### src/rtl/instr_decoder_if.sv
// Fetch-to-decode and decode-to-ALU signals for instr_decoder.
// The slave side is the decode stage; the master side is its environment.
interface instr_decoder_if #(
    parameter int DATA_WIDTH = 32
);
    logic                  flush;
    logic                  inValid;
    logic                  inReady;
    logic [31:0]           instrIn;
    logic [DATA_WIDTH-1:0] pcIn;

    logic                  outValid;
    logic                  outReady;
    logic [3:0]            aluOp;
    logic [1:0]            srcASel;
    logic                  srcBSel;
    logic [4:0]            rs1Addr;
    logic [4:0]            rs2Addr;
    logic [4:0]            rdAddr;
    logic [DATA_WIDTH-1:0] imm;
    logic [DATA_WIDTH-1:0] pcOut;
    logic                  regWrite;
    logic                  memRead;
    logic                  memWrite;
    logic                  isBranch;
    logic                  isJump;
    logic [2:0]            memSize;
    logic                  sltWb;
    logic                  illegal;

    modport slave (
        input  flush, inValid, instrIn, pcIn, outReady,
        output inReady, outValid, aluOp, srcASel, srcBSel,
               rs1Addr, rs2Addr, rdAddr, imm, pcOut,
               regWrite, memRead, memWrite, isBranch, isJump,
               memSize, sltWb, illegal
    );

    modport master (
        output flush, inValid, instrIn, pcIn, outReady,
        input  inReady, outValid, aluOp, srcASel, srcBSel,
               rs1Addr, rs2Addr, rdAddr, imm, pcOut,
               regWrite, memRead, memWrite, isBranch, isJump,
               memSize, sltWb, illegal
    );
endinterface

### src/rtl/instr_decoder.sv
// RV32I decode stage: combinational field/control decode feeding a
// single-entry valid/ready output register in front of the ALU.
module instr_decoder #(
    parameter int DATA_WIDTH = 32
) (
    input logic            clk,
    input logic            rstN,
    instr_decoder_if.slave bus
);

    localparam logic [6:0] OPC_LUI    = 7'b0110111;
    localparam logic [6:0] OPC_AUIPC  = 7'b0010111;
    localparam logic [6:0] OPC_JAL    = 7'b1101111;
    localparam logic [6:0] OPC_JALR   = 7'b1100111;
    localparam logic [6:0] OPC_BRANCH = 7'b1100011;
    localparam logic [6:0] OPC_LOAD   = 7'b0000011;
    localparam logic [6:0] OPC_STORE  = 7'b0100011;
    localparam logic [6:0] OPC_OP_IMM = 7'b0010011;
    localparam logic [6:0] OPC_OP     = 7'b0110011;

    localparam logic [3:0] ALU_EQ  = 4'b0000;
    localparam logic [3:0] ALU_NE  = 4'b0001;
    localparam logic [3:0] ALU_LT  = 4'b0010;
    localparam logic [3:0] ALU_GE  = 4'b0011;
    localparam logic [3:0] ALU_LTU = 4'b0100;
    localparam logic [3:0] ALU_GEU = 4'b0101;
    localparam logic [3:0] ALU_ADD = 4'b0110;
    localparam logic [3:0] ALU_XOR = 4'b0111;
    localparam logic [3:0] ALU_OR  = 4'b1000;
    localparam logic [3:0] ALU_AND = 4'b1001;
    localparam logic [3:0] ALU_SUB = 4'b1010;
    localparam logic [3:0] ALU_SLL = 4'b1011;
    localparam logic [3:0] ALU_SRL = 4'b1100;
    localparam logic [3:0] ALU_SRA = 4'b1101;

    localparam logic [1:0] SRC_A_RS1  = 2'b00;
    localparam logic [1:0] SRC_A_PC   = 2'b01;
    localparam logic [1:0] SRC_A_ZERO = 2'b10;

    localparam logic [6:0] F7_BASE = 7'b0000000;
    localparam logic [6:0] F7_ALT  = 7'b0100000;

    logic [6:0] opcode;
    logic [2:0] funct3;
    logic [6:0] funct7;

    logic signed [31:0] imm_i;
    logic signed [31:0] imm_s;
    logic signed [31:0] imm_b;
    logic signed [31:0] imm_u;
    logic signed [31:0] imm_j;

    logic [3:0]         dec_alu_op;
    logic [1:0]         dec_src_a;
    logic               dec_src_b;
    logic signed [31:0] dec_imm;
    logic               dec_reg_write;
    logic               dec_mem_read;
    logic               dec_mem_write;
    logic               dec_branch;
    logic               dec_jump;
    logic [2:0]         dec_mem_size;
    logic               dec_slt_wb;
    logic               dec_illegal;

    logic                  in_ready;
    logic                  load;
    logic                  out_valid_d,  out_valid_q;
    logic [3:0]            alu_op_d,     alu_op_q;
    logic [1:0]            src_a_sel_d,  src_a_sel_q;
    logic                  src_b_sel_d,  src_b_sel_q;
    logic [4:0]            rs1_addr_d,   rs1_addr_q;
    logic [4:0]            rs2_addr_d,   rs2_addr_q;
    logic [4:0]            rd_addr_d,    rd_addr_q;
    logic [DATA_WIDTH-1:0] imm_d,        imm_q;
    logic [DATA_WIDTH-1:0] pc_out_d,     pc_out_q;
    logic                  reg_write_d,  reg_write_q;
    logic                  mem_read_d,   mem_read_q;
    logic                  mem_write_d,  mem_write_q;
    logic                  is_branch_d,  is_branch_q;
    logic                  is_jump_d,    is_jump_q;
    logic [2:0]            mem_size_d,   mem_size_q;
    logic                  slt_wb_d,     slt_wb_q;
    logic                  illegal_d,    illegal_q;

    assign opcode = bus.instrIn[6:0];
    assign funct3 = bus.instrIn[14:12];
    assign funct7 = bus.instrIn[31:25];

    assign imm_i = {{20{bus.instrIn[31]}}, bus.instrIn[31:20]};
    assign imm_s = {{20{bus.instrIn[31]}}, bus.instrIn[31:25], bus.instrIn[11:7]};
    assign imm_b = {{19{bus.instrIn[31]}}, bus.instrIn[31], bus.instrIn[7],
                    bus.instrIn[30:25], bus.instrIn[11:8], 1'b0};
    assign imm_u = {bus.instrIn[31:12], 12'b0};
    assign imm_j = {{11{bus.instrIn[31]}}, bus.instrIn[31], bus.instrIn[19:12],
                    bus.instrIn[20], bus.instrIn[30:21], 1'b0};

    always_comb begin
        dec_alu_op    = ALU_ADD;
        dec_src_a     = SRC_A_RS1;
        dec_src_b     = 1'b0;
        dec_imm       = '0;
        dec_reg_write = 1'b0;
        dec_mem_read  = 1'b0;
        dec_mem_write = 1'b0;
        dec_branch    = 1'b0;
        dec_jump      = 1'b0;
        dec_mem_size  = 3'b000;
        dec_slt_wb    = 1'b0;
        dec_illegal   = 1'b0;

        case (opcode)
            OPC_LUI: begin
                dec_src_a     = SRC_A_ZERO;
                dec_src_b     = 1'b1;
                dec_imm       = imm_u;
                dec_reg_write = 1'b1;
            end
            OPC_AUIPC: begin
                dec_src_a     = SRC_A_PC;
                dec_src_b     = 1'b1;
                dec_imm       = imm_u;
                dec_reg_write = 1'b1;
            end
            OPC_JAL: begin
                dec_src_a     = SRC_A_PC;
                dec_src_b     = 1'b1;
                dec_imm       = imm_j;
                dec_jump      = 1'b1;
                dec_reg_write = 1'b1;
            end
            OPC_JALR: begin
                dec_src_b     = 1'b1;
                dec_imm       = imm_i;
                dec_jump      = 1'b1;
                dec_reg_write = 1'b1;
                dec_illegal   = (funct3 != 3'b000);
            end
            OPC_BRANCH: begin
                dec_imm    = imm_b;
                dec_branch = 1'b1;
                case (funct3)
                    3'b000:  dec_alu_op = ALU_EQ;
                    3'b001:  dec_alu_op = ALU_NE;
                    3'b100:  dec_alu_op = ALU_LT;
                    3'b101:  dec_alu_op = ALU_GE;
                    3'b110:  dec_alu_op = ALU_LTU;
                    3'b111:  dec_alu_op = ALU_GEU;
                    default: dec_illegal = 1'b1;
                endcase
            end
            OPC_LOAD: begin
                dec_src_b     = 1'b1;
                dec_imm       = imm_i;
                dec_mem_read  = 1'b1;
                dec_reg_write = 1'b1;
                dec_mem_size  = funct3;
                dec_illegal   = (funct3 == 3'b011) || (funct3 == 3'b110) ||
                                (funct3 == 3'b111);
            end
            OPC_STORE: begin
                dec_src_b     = 1'b1;
                dec_imm       = imm_s;
                dec_mem_write = 1'b1;
                dec_mem_size  = funct3;
                dec_illegal   = (funct3 > 3'b010);
            end
            OPC_OP_IMM: begin
                dec_src_b     = 1'b1;
                dec_imm       = imm_i;
                dec_reg_write = 1'b1;
                case (funct3)
                    3'b000: dec_alu_op = ALU_ADD;
                    3'b010: begin
                        dec_alu_op = ALU_LT;
                        dec_slt_wb = 1'b1;
                    end
                    3'b011: begin
                        dec_alu_op = ALU_LTU;
                        dec_slt_wb = 1'b1;
                    end
                    3'b100: dec_alu_op = ALU_XOR;
                    3'b110: dec_alu_op = ALU_OR;
                    3'b111: dec_alu_op = ALU_AND;
                    3'b001: begin
                        dec_alu_op  = ALU_SLL;
                        dec_illegal = (funct7 != F7_BASE);
                    end
                    default: begin
                        // funct3 101: funct7 picks logical vs arithmetic shift
                        if (funct7 == F7_BASE) begin
                            dec_alu_op = ALU_SRL;
                        end else if (funct7 == F7_ALT) begin
                            dec_alu_op = ALU_SRA;
                        end else begin
                            dec_illegal = 1'b1;
                        end
                    end
                endcase
            end
            OPC_OP: begin
                dec_reg_write = 1'b1;
                if (funct7 == F7_BASE) begin
                    case (funct3)
                        3'b000: dec_alu_op = ALU_ADD;
                        3'b001: dec_alu_op = ALU_SLL;
                        3'b010: begin
                            dec_alu_op = ALU_LT;
                            dec_slt_wb = 1'b1;
                        end
                        3'b011: begin
                            dec_alu_op = ALU_LTU;
                            dec_slt_wb = 1'b1;
                        end
                        3'b100:  dec_alu_op = ALU_XOR;
                        3'b101:  dec_alu_op = ALU_SRL;
                        3'b110:  dec_alu_op = ALU_OR;
                        default: dec_alu_op = ALU_AND;
                    endcase
                end else if (funct7 == F7_ALT && funct3 == 3'b000) begin
                    dec_alu_op = ALU_SUB;
                end else if (funct7 == F7_ALT && funct3 == 3'b101) begin
                    dec_alu_op = ALU_SRA;
                end else begin
                    dec_illegal = 1'b1;
                end
            end
            default: dec_illegal = 1'b1;
        endcase

        // An illegal entry still flows downstream but must not cause side effects
        if (dec_illegal) begin
            dec_reg_write = 1'b0;
            dec_mem_read  = 1'b0;
            dec_mem_write = 1'b0;
            dec_branch    = 1'b0;
            dec_jump      = 1'b0;
            dec_slt_wb    = 1'b0;
        end
    end

    assign in_ready = !out_valid_q || bus.outReady;
    assign load     = bus.inValid && in_ready && !bus.flush;

    always_comb begin
        out_valid_d = out_valid_q;
        if (bus.flush) begin
            out_valid_d = 1'b0;
        end else if (load) begin
            out_valid_d = 1'b1;
        end else if (bus.outReady) begin
            out_valid_d = 1'b0;
        end

        alu_op_d    = alu_op_q;
        src_a_sel_d = src_a_sel_q;
        src_b_sel_d = src_b_sel_q;
        rs1_addr_d  = rs1_addr_q;
        rs2_addr_d  = rs2_addr_q;
        rd_addr_d   = rd_addr_q;
        imm_d       = imm_q;
        pc_out_d    = pc_out_q;
        reg_write_d = reg_write_q;
        mem_read_d  = mem_read_q;
        mem_write_d = mem_write_q;
        is_branch_d = is_branch_q;
        is_jump_d   = is_jump_q;
        mem_size_d  = mem_size_q;
        slt_wb_d    = slt_wb_q;
        illegal_d   = illegal_q;

        if (load) begin
            alu_op_d    = dec_alu_op;
            src_a_sel_d = dec_src_a;
            src_b_sel_d = dec_src_b;
            rs1_addr_d  = bus.instrIn[19:15];
            rs2_addr_d  = bus.instrIn[24:20];
            rd_addr_d   = bus.instrIn[11:7];
            imm_d       = DATA_WIDTH'(dec_imm);
            pc_out_d    = bus.pcIn;
            reg_write_d = dec_reg_write;
            mem_read_d  = dec_mem_read;
            mem_write_d = dec_mem_write;
            is_branch_d = dec_branch;
            is_jump_d   = dec_jump;
            mem_size_d  = dec_mem_size;
            slt_wb_d    = dec_slt_wb;
            illegal_d   = dec_illegal;
        end
    end

    always_ff @(posedge clk or negedge rstN) begin
        if (!rstN) begin
            out_valid_q <= 1'b0;
            alu_op_q    <= '0;
            src_a_sel_q <= '0;
            src_b_sel_q <= 1'b0;
            rs1_addr_q  <= '0;
            rs2_addr_q  <= '0;
            rd_addr_q   <= '0;
            imm_q       <= '0;
            pc_out_q    <= '0;
            reg_write_q <= 1'b0;
            mem_read_q  <= 1'b0;
            mem_write_q <= 1'b0;
            is_branch_q <= 1'b0;
            is_jump_q   <= 1'b0;
            mem_size_q  <= '0;
            slt_wb_q    <= 1'b0;
            illegal_q   <= 1'b0;
        end else begin
            out_valid_q <= out_valid_d;
            alu_op_q    <= alu_op_d;
            src_a_sel_q <= src_a_sel_d;
            src_b_sel_q <= src_b_sel_d;
            rs1_addr_q  <= rs1_addr_d;
            rs2_addr_q  <= rs2_addr_d;
            rd_addr_q   <= rd_addr_d;
            imm_q       <= imm_d;
            pc_out_q    <= pc_out_d;
            reg_write_q <= reg_write_d;
            mem_read_q  <= mem_read_d;
            mem_write_q <= mem_write_d;
            is_branch_q <= is_branch_d;
            is_jump_q   <= is_jump_d;
            mem_size_q  <= mem_size_d;
            slt_wb_q    <= slt_wb_d;
            illegal_q   <= illegal_d;
        end
    end

    assign bus.inReady  = in_ready;
    assign bus.outValid = out_valid_q;
    assign bus.aluOp    = alu_op_q;
    assign bus.srcASel  = src_a_sel_q;
    assign bus.srcBSel  = src_b_sel_q;
    assign bus.rs1Addr  = rs1_addr_q;
    assign bus.rs2Addr  = rs2_addr_q;
    assign bus.rdAddr   = rd_addr_q;
    assign bus.imm      = imm_q;
    assign bus.pcOut    = pc_out_q;
    assign bus.regWrite = reg_write_q;
    assign bus.memRead  = mem_read_q;
    assign bus.memWrite = mem_write_q;
    assign bus.isBranch = is_branch_q;
    assign bus.isJump   = is_jump_q;
    assign bus.memSize  = mem_size_q;
    assign bus.sltWb    = slt_wb_q;
    assign bus.illegal  = illegal_q;

endmodule

### src/flat_wrapper.sv
// flat-port wrapper written by rule: the top's interface ports become plain ports
module instr_decoder_flat 
#(
    parameter int DATA_WIDTH = 32
)
  (clk, rstN, bus_flush, bus_inValid, bus_instrIn, bus_pcIn, bus_outReady, bus_inReady, bus_outValid, bus_aluOp, bus_srcASel, bus_srcBSel, bus_rs1Addr, bus_rs2Addr, bus_rdAddr, bus_imm, bus_pcOut, bus_regWrite, bus_memRead, bus_memWrite, bus_isBranch, bus_isJump, bus_memSize, bus_sltWb, bus_illegal);
  instr_decoder_if #(.DATA_WIDTH(DATA_WIDTH)) bus_i ();
  input logic clk;
  input logic rstN;
  input wire logic [$bits(bus_i.flush)-1:0] bus_flush;
  input wire logic [$bits(bus_i.inValid)-1:0] bus_inValid;
  input wire logic [$bits(bus_i.instrIn)-1:0] bus_instrIn;
  input wire logic [$bits(bus_i.pcIn)-1:0] bus_pcIn;
  input wire logic [$bits(bus_i.outReady)-1:0] bus_outReady;
  output wire logic [$bits(bus_i.inReady)-1:0] bus_inReady;
  output wire logic [$bits(bus_i.outValid)-1:0] bus_outValid;
  output wire logic [$bits(bus_i.aluOp)-1:0] bus_aluOp;
  output wire logic [$bits(bus_i.srcASel)-1:0] bus_srcASel;
  output wire logic [$bits(bus_i.srcBSel)-1:0] bus_srcBSel;
  output wire logic [$bits(bus_i.rs1Addr)-1:0] bus_rs1Addr;
  output wire logic [$bits(bus_i.rs2Addr)-1:0] bus_rs2Addr;
  output wire logic [$bits(bus_i.rdAddr)-1:0] bus_rdAddr;
  output wire logic [$bits(bus_i.imm)-1:0] bus_imm;
  output wire logic [$bits(bus_i.pcOut)-1:0] bus_pcOut;
  output wire logic [$bits(bus_i.regWrite)-1:0] bus_regWrite;
  output wire logic [$bits(bus_i.memRead)-1:0] bus_memRead;
  output wire logic [$bits(bus_i.memWrite)-1:0] bus_memWrite;
  output wire logic [$bits(bus_i.isBranch)-1:0] bus_isBranch;
  output wire logic [$bits(bus_i.isJump)-1:0] bus_isJump;
  output wire logic [$bits(bus_i.memSize)-1:0] bus_memSize;
  output wire logic [$bits(bus_i.sltWb)-1:0] bus_sltWb;
  output wire logic [$bits(bus_i.illegal)-1:0] bus_illegal;
  assign bus_i.flush = bus_flush;
  assign bus_i.inValid = bus_inValid;
  assign bus_i.instrIn = bus_instrIn;
  assign bus_i.pcIn = bus_pcIn;
  assign bus_i.outReady = bus_outReady;
  assign bus_inReady = bus_i.inReady;
  assign bus_outValid = bus_i.outValid;
  assign bus_aluOp = bus_i.aluOp;
  assign bus_srcASel = bus_i.srcASel;
  assign bus_srcBSel = bus_i.srcBSel;
  assign bus_rs1Addr = bus_i.rs1Addr;
  assign bus_rs2Addr = bus_i.rs2Addr;
  assign bus_rdAddr = bus_i.rdAddr;
  assign bus_imm = bus_i.imm;
  assign bus_pcOut = bus_i.pcOut;
  assign bus_regWrite = bus_i.regWrite;
  assign bus_memRead = bus_i.memRead;
  assign bus_memWrite = bus_i.memWrite;
  assign bus_isBranch = bus_i.isBranch;
  assign bus_isJump = bus_i.isJump;
  assign bus_memSize = bus_i.memSize;
  assign bus_sltWb = bus_i.sltWb;
  assign bus_illegal = bus_i.illegal;
  instr_decoder #(.DATA_WIDTH(DATA_WIDTH)) u_core (.clk(clk), .rstN(rstN), .bus(bus_i));
endmodule
### config.mk
export PLATFORM = sky130hd
export DESIGN_NAME = instr_decoder_flat
export DESIGN_NICKNAME = d
export VERILOG_FILES = /design/src/rtl/instr_decoder_if.sv /design/src/rtl/instr_decoder.sv /design/src/flat_wrapper.sv
export SDC_FILE = /design/constraint.sdc
export NUM_CORES = 1
export LEC_CHECK = 0
export ABC_AREA = 1
export ABC_CLOCK_PERIOD_IN_PS = 2600
export CORE_MARGIN = 2
export CORE_UTILIZATION = 49
export DETAILED_ROUTE_END_ITERATION = 16
export PLACE_DENSITY_LB_ADDON = 0.25
export REMOVE_ABC_BUFFERS = 1
export SETUP_SLACK_MARGIN = 0.02
export SYNTH_ARGS = -nofsm -noshare
export SYNTH_HDL_FRONTEND = slang
export SYNTH_SLANG_ARGS = --single-unit
### constraint.sdc
create_clock -name clk -period 2.6 [get_ports clk]
set_input_delay 0.39 -clock clk [delete_from_list [all_inputs] [get_ports clk]]
set_output_delay 0.39 -clock clk [all_outputs]
set_load 0.03 [all_outputs]
==> metrics.yaml <==
cts:
  cts.sinks: 97
  htreeDepth: 3
  cts_setup_buffers: 0
  cts.path.max_buffers: 2
  path_clk_slew_ns: 0.09
  cts_tree: "built"
  cts_buffers: 9
  cts-root-buf: "clkbuf_8"
  clk_latency_ns: 0.36
place:
  dpl_cell_area_um2: 6400
  dp.cells: 839
  place_congestion: 0.934
  hpwl_mm: 9.70
  port_buffers: 166
synthesis:
  async_flop_share_pct: 100
  yosys.area.top_type: "dfrtp_1"
  synthFlopType: "dfrtp_1"
  syn_inst: 579
  synth_area_per_cell_um2: 7.99
  synth-edff-count: 0
  ys_top_cells_by_area: "dfrtp_1, nand2_1, nor2_1"
  synth_common_cells: "nand2_1, dfrtp_1, nor2_1"
  syn_area_um2: 4630
  ys_types: 35
  synth_top_area_share_pct: 52.5
  yosysSeqAreaShare_pct: 52.5
  yosys_warnings: 0
  yosysMostFrequentCell: "nand2_1"
  synth_seq_cells: 97
timing:
  fin_crit_sh_pct: 80.9
  setup_viol: 0
  worstMarginPinSlew_ns: 0.533
  fmax_ghz: 0.476
  setup_tns_ns: 0
  relSlewSlack_pct: 64.4
  fin_crit_ns: 2.10
  hold_viol: 0
  clock-skew-final_ns: 0.0157
  rsz0062_at_grt: "false"
  drv_slew: 0
detailed_routing:
  drt_first_pass_iters: 5
  drc: 0
  via_count: 4466
  wl_per_cell_um: 15.4
  ant_nets: 0
  vias_per_cell: 5.22
  drt_wl_total_mm: 13.2
  drtIter0Drc: 193
setup_path:
  max_stage_delay_ns: 0.70
  crit_buf_inv: 3
  critPathLaunchType: "primary input"
  r2r_end: "u_core.bus.imm[30]"
  rr_startpoint: "u_core.bus.outValid"
  cp_cell_sequence: "clkdlybuf4s50_1 > inv_1 > nand2_1 > clkdlybuf4s50_1"
  path_class: "in2out"
  r2r_slack_ns: 0.99
  rr_worst_depth: 8
  critical_path_arrival_ns: 1.71
  critPathCaptureType: "primary output"
  cp.required_ns: 2.21
  crit_fanout: 3
  worst_path_most_repeated_cell: "clkdlybuf4s50_1"
  crit_family: "buffers and inverters"
  crit_slowest_cell: "clkdlybuf4s50_1"
power:
  peakVddDrop_mv: 0.297
  p_per_area_nw_per_um2: 565
  p_leak_nw: 3.29
  finalPower_w: 0.00374
hold_path:
  min-delay-start: "u_core.bus.imm[13]"
  whs_path_depth: 2
  min_to: "u_core.bus.imm[13]"
  hold_class: "reg2reg"
layout:
  n_antenna_cell: 0
  drive_gt1_share_pct: 9.26
  final_cell_count_no_fill: 856
  nNetsFinal: 809
  fin_util_pct: 72.1
  post-route-cell-area_um2: 6630
  syn2layout_area_growth_pct: 43.3
  fillers: 736
global_route:
  grt_pass1_wl_mm: 21.2
  grt_overflow: 0
  antenna_found_initial: 0
  grt_use_total_pct: 26.2
  grt_max_degree: 83
  grt_pass1_vias: 4340
floorplanning:
  dieHeight_um: 101
  design.core.area_um2: 9200
  ios: 167
  rows: 35
  die-area_um2: 10200
  die_width_um: 101
  start_util_pct: 50.3
outcome:
  status: "complete, no violations"
run:
  drv_cap: 0
-- sequential cells by signal, indices dropped and copies added (netlist names), 2 cells and up --
register,flops
u_core.bus.pcOut,32
u_core.bus.memSize,3
u_core.bus.rs2Addr,5
u_core.bus.aluOp,4
u_core.bus.rdAddr,5
u_core.bus.srcASel,2
u_core.bus.imm,32
u_core.bus.rs1Addr,5
-- cells by family after synthesis --
logic type / share of synthesized area [%]
and+or+nand+nor: 36.1
DFF: 52.5
buffers and inverters: 4.84
AOI/OAI and AO/OA: 6.63
-- per-stage QoR --
stage / hold WS, ns / worst slack, ns
floorplan: 0.0944 / -2.17
global placement: 0.307 / 0.329
detailed placement: 0.310 / 0.325
CTS: 0.459 / 0.493
global route: 0.511 / 0.455
finish: 0.483 / 0.497
-- cells in the final DEF (no fill, tap or decap), drive strengths merged, types with 4 or more instances in the layout --
cell type / synthesis / layout
buf: 10 / 7
a21boi: 4 / 4
nand2: 296 / 296
o21ai: 25 / 25
clkbuf: 13 / 10
clkdlybuf4s50: 0 / 165
nand4: 17 / 17
nand3: 22 / 22
a21oi: 17 / 17
dfrtp: 97 / 97
nor2: 41 / 41
inv: 28 / 30
-- where the power goes --
| group | switching, W | internal (W) |
|---|---|---|
| clock | 0.000558 | 0.000490 |
| sequential | 0.0000736 | 0.00164 |
| combinational | 0.000578 | 0.000405 |
| total | 0.00121 | 0.00253 |
-- worst max path at each step --
stage / from / endpoint / slack (ns) / cells after the start
finish: bus_outReady / bus_inReady / 0.50 / 4
global route: bus_outReady / bus_inReady / 0.46 / 4
CTS: bus_outReady / bus_inReady / 0.49 / 4
detailed placement: bus_instrIn[6] / u_core.bus.imm[23] / 0.32 / 8
global placement: bus_instrIn[6] / u_core.bus.imm[21] / 0.33 / 8
floorplan: u_core.bus.outValid / u_core.bus.aluOp[2] / -2.17 / 6
-- final cells by class --
cell class / instances / area, um2 / share of cell area [%]
repair buffers: 173 / 1750 / 26.4
clock buffers: 10 / 138 / 2.08
well taps: 111 / 139 / 2.10
flip-flops and latches: 97 / 2430 / 36.6
inverters: 28 / 110 / 1.66
clock inverters: 6 / 81.3 / 1.23
multi-input cells: 431 / 1980 / 29.9
-- worst register-to-register path: cells and delay by family, from the launching register on --
kind / cells / cell delay, ns
flops: 1 / 0.39
simple gates: 5 / 0.66
compound gates: 1 / 0.06
buf+inv: 2 / 0.46
-- per-layer routing --
metal	track usage (%)	up-vias	routed length (um)
li1	-	2151	-
met1	34.6	2139	5410
met5	0	-	0
met2	44.4	156	6750
met3	4.14	20	775
met4	9.04	0	257
-- repair_timing --
| item | CTS | global route |
|---|---|---|
| hold buffers | 1 | 0 |
| endpoints found under the setup margin | 0 | 0 |
| endpoints found under the hold margin | 23 | 0 |
| resized for setup | 0 | 0 |
Note: power is estimated with default switching activity, not from simulation.
